File: config.mk
export PLATFORM = sky130hd
export DESIGN_NAME = input_debouncer
export DESIGN_NICKNAME = d
export VERILOG_FILES = /design/src/rtl/input_debouncer_pkg.sv /design/src/rtl/debounce_channel.sv /design/src/rtl/input_debouncer.sv
export SDC_FILE = /design/constraint.sdc
export NUM_CORES = 1
export LEC_CHECK = 0
export BUFFER_PORTS_ARGS = -buffer_cell sky130_fd_sc_hd__buf_2
export CAP_MARGIN = 0
export CORE_MARGIN = 8
export CORE_UTILIZATION = 40
export CTS_CLUSTER_DIAMETER = 100
export DETAILED_ROUTE_END_ITERATION = 16
export SLEW_MARGIN = 20
export SYNTH_ARGS = -nofsm -noshare
export SYNTH_HDL_FRONTEND = slang
export SYNTH_SLANG_ARGS = --single-unit
File: constraint.sdc
create_clock -name clk -period 2.48 [get_ports clk]
set_clock_uncertainty 0.05 [all_clocks]
set_input_delay 0.248 -clock clk [delete_from_list [all_inputs] [get_ports clk]]
set_output_delay 0.248 -clock clk [all_outputs]
set_load 0.01 [all_outputs]
File: src/rtl/input_debouncer_pkg.sv
// Shared definitions for the input debouncer: per-channel state encodings and
// the default settle time.
package input_debouncer_pkg;

  localparam int DEFAULT_STABLE_CYCLES = 4;

  // Bit 1 of the encoding is the clean level; bit 0 marks a pending change.
  typedef enum logic [1:0] {
    ST_STABLE_LO = 2'b00,
    ST_PEND_HI   = 2'b01,
    ST_STABLE_HI = 2'b10,
    ST_PEND_LO   = 2'b11
  } db_state_e;

endpackage

File: src/rtl/debounce_channel.sv
// One debounce channel: 2-flop synchronizer, settle counter and four-state FSM.
// flip_next announces a flip one edge early so the top can register changed in step.
module debounce_channel
  import input_debouncer_pkg::*;
#(
  parameter int STABLE_CYCLES = DEFAULT_STABLE_CYCLES
) (
  input  logic clk,
  input  logic rst_n,
  input  logic raw_bit,
  output logic clean,
  output logic rise,
  output logic fall,
  output logic flip_next
);

  localparam int CNT_W = $clog2(STABLE_CYCLES + 1);
  localparam logic [CNT_W-1:0] CNT_LAST = CNT_W'(STABLE_CYCLES - 1);

  logic             s1;
  logic             s2;
  logic [CNT_W-1:0] cnt;
  db_state_e        state;

  always_ff @(posedge clk or negedge rst_n) begin
    if (!rst_n) begin
      s1 <= 1'b0;
      s2 <= 1'b0;
    end else begin
      s1 <= raw_bit;
      s2 <= s1;
    end
  end

  assign clean     = (state == ST_STABLE_HI) || (state == ST_PEND_LO);
  assign flip_next = (s2 != clean) && (cnt == CNT_LAST);

  // Any cycle where s2 agrees with clean discards the partial count.
  always_ff @(posedge clk or negedge rst_n) begin
    if (!rst_n) begin
      state <= ST_STABLE_LO;
      cnt   <= '0;
      rise  <= 1'b0;
      fall  <= 1'b0;
    end else begin
      rise <= 1'b0;
      fall <= 1'b0;
      if (s2 == clean) begin
        cnt   <= '0;
        state <= clean ? ST_STABLE_HI : ST_STABLE_LO;
      end else if (cnt == CNT_LAST) begin
        cnt   <= '0;
        state <= s2 ? ST_STABLE_HI : ST_STABLE_LO;
        rise  <= s2;
        fall  <= ~s2;
      end else begin
        cnt   <= cnt + CNT_W'(1);
        state <= clean ? ST_PEND_LO : ST_PEND_HI;
      end
    end
  end

endmodule

File: src/rtl/input_debouncer.sv
// Debounces WIDTH raw inputs into clean levels for the two-input gate,
// with per-channel edge pulses and a combined changed pulse.
module input_debouncer
  import input_debouncer_pkg::*;
#(
  parameter int WIDTH         = 2,
  parameter int STABLE_CYCLES = DEFAULT_STABLE_CYCLES
) (
  input  logic             clk,
  input  logic             rst_n,
  input  logic [WIDTH-1:0] raw,
  output logic [WIDTH-1:0] clean,
  output logic [WIDTH-1:0] rise,
  output logic [WIDTH-1:0] fall,
  output logic             changed
);

  logic [WIDTH-1:0] flip_next;

  for (genvar g = 0; g < WIDTH; g++) begin : g_ch
    debounce_channel #(
      .STABLE_CYCLES(STABLE_CYCLES)
    ) u_ch (
      .clk      (clk),
      .rst_n    (rst_n),
      .raw_bit  (raw[g]),
      .clean    (clean[g]),
      .rise     (rise[g]),
      .fall     (fall[g]),
      .flip_next(flip_next[g])
    );
  end

  // Built from the channels' look-ahead so it lands on the same edge as rise/fall.
  always_ff @(posedge clk or negedge rst_n) begin
    if (!rst_n) changed <= 1'b0;
    else        changed <= |flip_next;
  end

endmodule

# Yosys cells after proc, flatten, opt, wreduce, memory -nomap -nowiden

Cells that the tools add are included.

Input bits: 4
Bits in registers: 19

Reductions and logical operators: 5
$add $sub $neg: 2
Eq/ne operators: 10
Bitwise gates (word level): 2
Multiplexer cells: 22

Operators with widths:

| cell                                                 | number |
|---|---|
| 2-to-1 mux 2 bit                                     | 10 |
| 2-to-1 mux 3 bit                                     | 4 |
| equality test 2 bit (second input constant)          | 4 |
| 2-to-1 mux 1 bit                                     | 8 |
| adder 3 x 1 -> 3 bit (second input constant)         | 2 |
| equality test 3 x 2 -> 1 bit (second input constant) | 2 |
| equality test 1 bit                                  | 2 |
| logical AND 1 bit                                    | 2 |
| logical OR 1 bit                                     | 2 |
| inequality test 1 bit                                | 2 |
| NOT 1 bit                                            | 2 |
| OR reduction 2 bit                                   | 1 |

# Longest topological paths before layout

Gate-level depths: netlist of the first run.

Depth in word-level cells: 5
Mapped depth: 3
Gate-level depth less buffers: 3

# Cells and area by module

From an unflattened synthesis of the first run, not the netlist that was laid out.

Cells, all modules: 42
Area total of the unflattened synthesis: 628.1 sq um

Modules (own cells, without submodules):

| module                          | times used | area each (sq um) | cells an instance |
|---|---|---|---|
| debounce_channel (g_ch[0].u_ch) | 1          | 306.5             | 20 |
| debounce_channel (g_ch[1].u_ch) | 1          | 290.3             | 20 |
| input_debouncer                 | 1          | 31.3              | 2 |

# Worst setup path before layout of the first run

No wires, ideal clock.

Kind: register -> register
From: register g_ch[1].u_ch.cnt[0]
To: register g_ch[1].u_ch.state[1]
Stages on the path, launching flop included: 4
Data arrival time: 1.058 ns
Setup time: 0.127 ns
Setup slack: 1.245 ns
Clock period less this slack: 1.235 ns
Path buffers: 0
Path through: dfrtp_1 -> ha_1 -> and2b_4 -> mux2_1

Word-level cells in the longest chain between the ends: 3

Ends and longest elaborated chain:

| what                         | RTL line               | source |
|---|---|---|
| start: declaration           | debounce_channel.sv:22 | `logic [CNT_W-1:0] cnt;` |
| start signal: assignment     | debounce_channel.sv:57 | `cnt <= cnt + CNT_W'(1);` |
| equality test 3 x 2 -> 1 bit | debounce_channel.sv:51 | `end else if (cnt == CNT_LAST) begin` |
| 2-to-1 mux 2 bit             | debounce_channel.sv:51 |  |
| 2-to-1 mux 2 bit             | debounce_channel.sv:48 | `if (s2 == clean) begin` |
| end signal: assignment       | debounce_channel.sv:50 | `state <= clean ? ST_STABLE_HI : ST_STABLE_LO;` |
| end signal: assignment       | debounce_channel.sv:53 | `state <= s2 ? ST_STABLE_HI : ST_STABLE_LO;` |
| end signal: assignment       | debounce_channel.sv:58 | `state <= clean ? ST_PEND_LO : ST_PEND_HI;` |
| end: declaration             | debounce_channel.sv:23 | `db_state_e state;` |

Every way passes these cells.

# Worst setup path in the final report of the first run

Ends and elaborated chain as after synthesis.

==> results.cfg, run 1 <==
[sta]
hold_viol_final = 0
setup_viol = 0
drv_slew = 0
final.min_clock_period_ps = 1290
worst_slew_pin_slew_ps = 364
min_period_over_period_pct = 52.1
rsz0062_at_grt = false
fmax_mhz = 775
setup_tns_ps = 0
relSlewSlack_pct = 75.7
setup_ws_ps = 1190

[floorplan]
rows = 15
core_um2 = 1670
die-area_um2 = 3280
die_w_um = 57.3
start_util_pct = 40.7
die_h_um = 57.3
io_pins = 11

[placed_design]
placedInstanceArea_um2 = 699
portBuffers = 10
dp_slack_ps = 1200
place_congestion = 0.604

[logic_synthesis]
synth.net_count = 52
yosysWarnings = 0
postSynthAreaPerCell_um2 = 14.8
syn-instance-count = 46
syn_area_um2 = 681
yosysUniqueCellTypes = 13
ys_seq_area_share_pct = 62.5
synth-seq-cells = 17

[setup_path]
cp-end-kind = register
r2r_end = g_ch[1].u_ch.state[1]
r2r_cells = 3
path_cells = ha_1, and2b_4, mux2_1
r2r-start = g_ch[1].u_ch.cnt[0]
cp.required_ps = 2600
r2r_slack_ps = 1190
endpoint = g_ch[1].u_ch.state[1]
critPathLaunch = g_ch[1].u_ch.cnt[0]
slowest_delay_ps = 400
start_kind = register
crit_arrival_ps = 1420
critPathKind = reg -> reg
slowest_stage = dfrtp_1
worstPathMaxFanout = 3

[global_route]
track_usage_pct = 6.03
grt-ovfl-total = 0
antenna_found_initial = 0
grt_max_degree = 18
grt_pass1_wl_mm = 1.48
grt_pass1_vias = 354

[drt]
drtAntennaViolNets = 0
post_drt_wl_per_cell_um = 11.9
first_iter_violations = 0
drtPass1Iterations = 1
route.vias.total = 321
routed_wl_um = 855
drcViolationCount = 0
vias_per_cell = 4.46

[cts]
cts.clk_slew.worst_paths_ps = 100
clk_latency_ps = 280
clockRootBuffer = clkbuf_4
cts_tree = yes
clock_sinks = 17
cts_max_path_buffers = 2
cts_max_level = 1
ctsResizeCount = 0
cts_made_buffers = 3

[cells_and_area]
drive_gt1_share_pct = 38.2
final_common_cell = dfrtp_1
area_growth_pct = 11.2
nFillCells = 151
design_area_um2 = 757
diodes = 0
nets = 62
final_cell_mix = dfrtp_1, buf_2, nor3b_1

[pwr]
p_leak_nw = 0.370
powerDensity_nw_per_um2 = 936
vdd_drop_max_mv = 0.469

[hold_path]
hold_class = reg -> reg

[status]
status = finished clean

[job]
cap_violations = 0
[stage by stage]
| stage | total power [mW] | utilization, % | hold WS (ps) | cells |
|---|---|---|---|---|
| finish | 0.708 | 45.3 | 306 | 72 |
| floorplan | 0.549 | - | -97.6 | 46 |
| detailed placement | 0.574 | 41.9 | 138 | 65 |
| global placement | 0.567 | 41.9 | 134 | 65 |
| global route | 0.759 | 45.3 | 317 | 72 |
| CTS | 0.721 | 44.7 | 4.44 | 71 |
[cells in the mapped netlist]
master / n / area share, %
dfrtp_1: 17 / 63
buf_4: 6 / 6.6
nor3b_1: 4 / 4.4
nor2b_1: 3 / 2.8
clkbuf_1: 2 / 1.1
ha_1: 2 / 3.7
mux2_1: 2 / 3.3
nand2b_1: 2 / 1.8
nor3_2: 2 / 2.9
nor3b_2: 2 / 3.7
xnor2_2: 2 / 4.8
and2b_4: 1 / 1.5
o22ai_1: 1 / 0.92
[critical path, delay by kind of cell (launching register included)]
kind	cells	cell delay, ps
adder cells (fa/ha/maj)	1	240
multiplexers	1	300
flip-flops	1	400
AND/OR/NAND/NOR	1	180
[how the worst min path moves through the flow]
stage / from / slack, ps / cells after the start / to
after floorplan: rst_n / -100 / 0 / changed
after global placement: rst_n / 130 / 1 / g_ch[1].u_ch.cnt[0]
after detailed placement: rst_n / 140 / 1 / g_ch[1].u_ch.cnt[0]
after CTS: raw[1] / 4 / 1 / g_ch[1].u_ch.s1
after global routing: g_ch[0].u_ch.s1 / 320 / 0 / g_ch[0].u_ch.s2
final: g_ch[0].u_ch.s1 / 310 / 0 / g_ch[0].u_ch.s2
[flip-flops by register name, summed over array words and instances, names as in the netlist]
name	cells
changed	1
g_ch.u_ch.s1	2
g_ch.u_ch.rise	2
g_ch.u_ch.cnt	6
g_ch.u_ch.fall	2
g_ch.u_ch.state	2
g_ch.u_ch.s2	2
[routing by layer]
layer	GRT usage (%)	wire length, um
met1	6.52	440
met2	8.86	360
met3	2.47	45
met4	5.36	8
met5	0	0
[area by class of cell]
cell class                 instances  area, um2  area share, %
timing repair buffer              13       80.1           10.6
sequential                        17        425           56.2
multi-input combinational         21        203           26.8
clock inverter                     1       5.00          0.661
clock buffer                       3       22.5           2.98
tap                               17       21.3           2.81
[cells by family after synthesis]
group                      Yosys count  synth area share [%]
DFF                                 17                  62.5
and+or+nand+nor                     14                  17.1
buffers and inverters                8                  7.72
xor gates and xnor gates             2                  4.78
muxes                                2                  3.31
adders and majority gates            2                  3.68
AOI/OAI and AO/OA                    1                 0.920
[repair_timing]
action / 4_1_cts / 5_1_grt
hold endpoints to repair: 18 / 1
hold buffers: 2 / 1
buffers inserted: 0 / 0
[power breakdown]
group | internal (mW) | leakage, nW | switching (mW)
sequential | 0.331 | 0.219 | 0.0435
combinational | 0.0992 | 0.133 | 0.0908
clock | 0.0598 | 0.0177 | 0.0841
total | 0.490 | 0.370 | 0.218
No activity file was read; power rests on OpenSTA's default activity.
==> run 2, diff against run 1 <==
==> constraint.sdc (replaced) <==
create_clock -name clk -period 1.2 [get_ports clk]
set_clock_uncertainty 0.05 [all_clocks]
set_input_delay 0.12 -clock clk [delete_from_list [all_inputs] [get_ports clk]]
set_output_delay 0.12 -clock clk [all_outputs]
set_load 0.01 [all_outputs]
==> run 2 against run 1 <==
Worst setup slack got worse by 1200 ps. Total power increased by 120%. Fmax increased by 8.1%. Largest cell class unchanged. Highest routed layer unchanged.
==> results.cfg, run 2 (same netlist as run 1, synthesis figures left out) <==
[cts]
cts_max_path_buffers = 2
cts_tree = yes
clock_sinks = 17
cts.clk_slew.worst_paths_ps = 90
cts_made_buffers = 3
clk_latency_ps = 290
cts_max_level = 1
clockRootBuffer = clkbuf_4

[pwr]
powerDensity_nw_per_um2 = 1940
power.total_mw = 1.58
p_leak_nw = 0.389
vdd_drop_max_mv = 0.779

[sta]
fmax_mhz = 837
rsz0062_at_grt = true
worst_slew_pin_slew_ps = 359
setup_tns_ps = 0
min_period_over_period_pct = 99.6
final.min_clock_period_ps = 1190
setup_viol = 0
relSlewSlack_pct = 76.1
setup_ws_ps = 5.24
drv_slew = 0
hold_viol_final = 0

[placed_design]
placedInstanceArea_um2 = 727
place_congestion = 0.648
dp_slack_ps = 2.45
portBuffers = 10

[floorplan]
die_w_um = 57.3
rows = 15
io_pins = 11
die_h_um = 57.3
die-area_um2 = 3280
core_um2 = 1670
start_util_pct = 40.7

[cells_and_area]
area_growth_pct = 20.0
design_area_um2 = 817
diodes = 0
final_cell_mix = dfrtp_1, buf_2, buf_4
regArea_um2 = 425
multi_input_area_um2 = 234
largest_reg_flops = 6
final_common_cell = dfrtp_1
nets = 66
nFillCells = 144
top_register = g_ch.u_ch.cnt
drive_gt1_share_pct = 49.2

[global_route]
met1_usage_pct = 6.78
grt_max_degree = 18
busiest_layer = met2
grt_util_met2_pct = 10.3
antenna_found_initial = 0
grt-ovfl-total = 0
grtUsageMet3_pct = 3.59
grt_pass1_wl_mm = 1.70
track_usage_pct = 7.05
grt_pass1_vias = 403

[setup_path]
path_cells = ha_2, and2b_4, mux2_4
slowest_stage = dfrtp_1
r2r-start = g_ch[1].u_ch.cnt[0]
critPathKind = reg -> reg
cp-end-kind = register
slowest_delay_ps = 390
worstPathMaxFanout = 2
cp.required_ps = 1340
crit_arrival_ps = 1330
start_kind = register
critPathLaunch = g_ch[1].u_ch.cnt[0]

[drt]
route.vias.total = 356
vias_per_cell = 4.68
routed_wl_um = 917
drtPass1Iterations = 2
drtAntennaViolNets = 0
post_drt_wl_per_cell_um = 12.1
first_iter_violations = 2
drcViolationCount = 0

[status]
status = finished clean

[hold_path]
hold_class = in -> async

[job]
cap_violations = 0
[run 2: power by group]
group / leakage [nW] / switching (mW) / internal (mW)
combinational: 0.155 / 0.208 / 0.280
sequential: 0.219 / 0.102 / 0.684
clock: 0.0150 / 0.177 / 0.129
[run 2: cell type report]
class | instances | area share [%]
clock buffer | 4 | 3.22
multi-input combinational | 21 | 28.6
sequential | 17 | 52.1
tap | 17 | 2.60
timing repair buffer | 17 | 13.5
[run 2: worst paths after layout]
| check | slack [ps] | cells past startpoint | to |
|---|---|---|---|
| min in group clk | 310 | 0 | g_ch[1].u_ch.s2 |
| setup reg to reg | 5 | 3 | g_ch[1].u_ch.state[1] |
| setup / recovery | 5 | 3 | g_ch[1].u_ch.state[1] |
| max in group asynchronous | 640 | 2 | g_ch[0].u_ch.state[1] |
| hold reg to reg | 310 | 0 | g_ch[1].u_ch.s2 |
| hold / removal | 210 | 2 | g_ch[1].u_ch.cnt[1] |
[run 2: worst max-delay path: cells and delay by family (launching register included)]
family                     cells  cell delay (ps)
and+or+nand+nor                1              170
muxes                          1              290
adders and majority gates      1              190
DFF                            1              390
[run 2: timing repair]
item / 4_1_cts / 5_1_grt
hold buffers: 3 / 0
setup buffers: 0 / 1
gates resized for setup: 0 / 4
hold endpoints to repair: 19 / 0
pin swaps: 1 / 2
endpoints found under the setup margin: 1 / 4
[run 2: per-stage QoR]
step	hold WS [ps]	utilization [%]	cells
3_3_place_gp	9.64	43.5	68
5_1_grt	244	48.9	76
2_1_floorplan	-226	-	46
4_1_cts	220	46.9	75
3_5_place_dp	10.1	43.5	68
6_report	206	48.9	76
[run 2: routing by layer]
layer | vias up | part of all wire (%)
li1 | 172 | -
met1 | 167 | 42
met2 | 12 | 44
met3 | 5 | 9.7
met4 | 0 | 4.7
met5 | - | 0
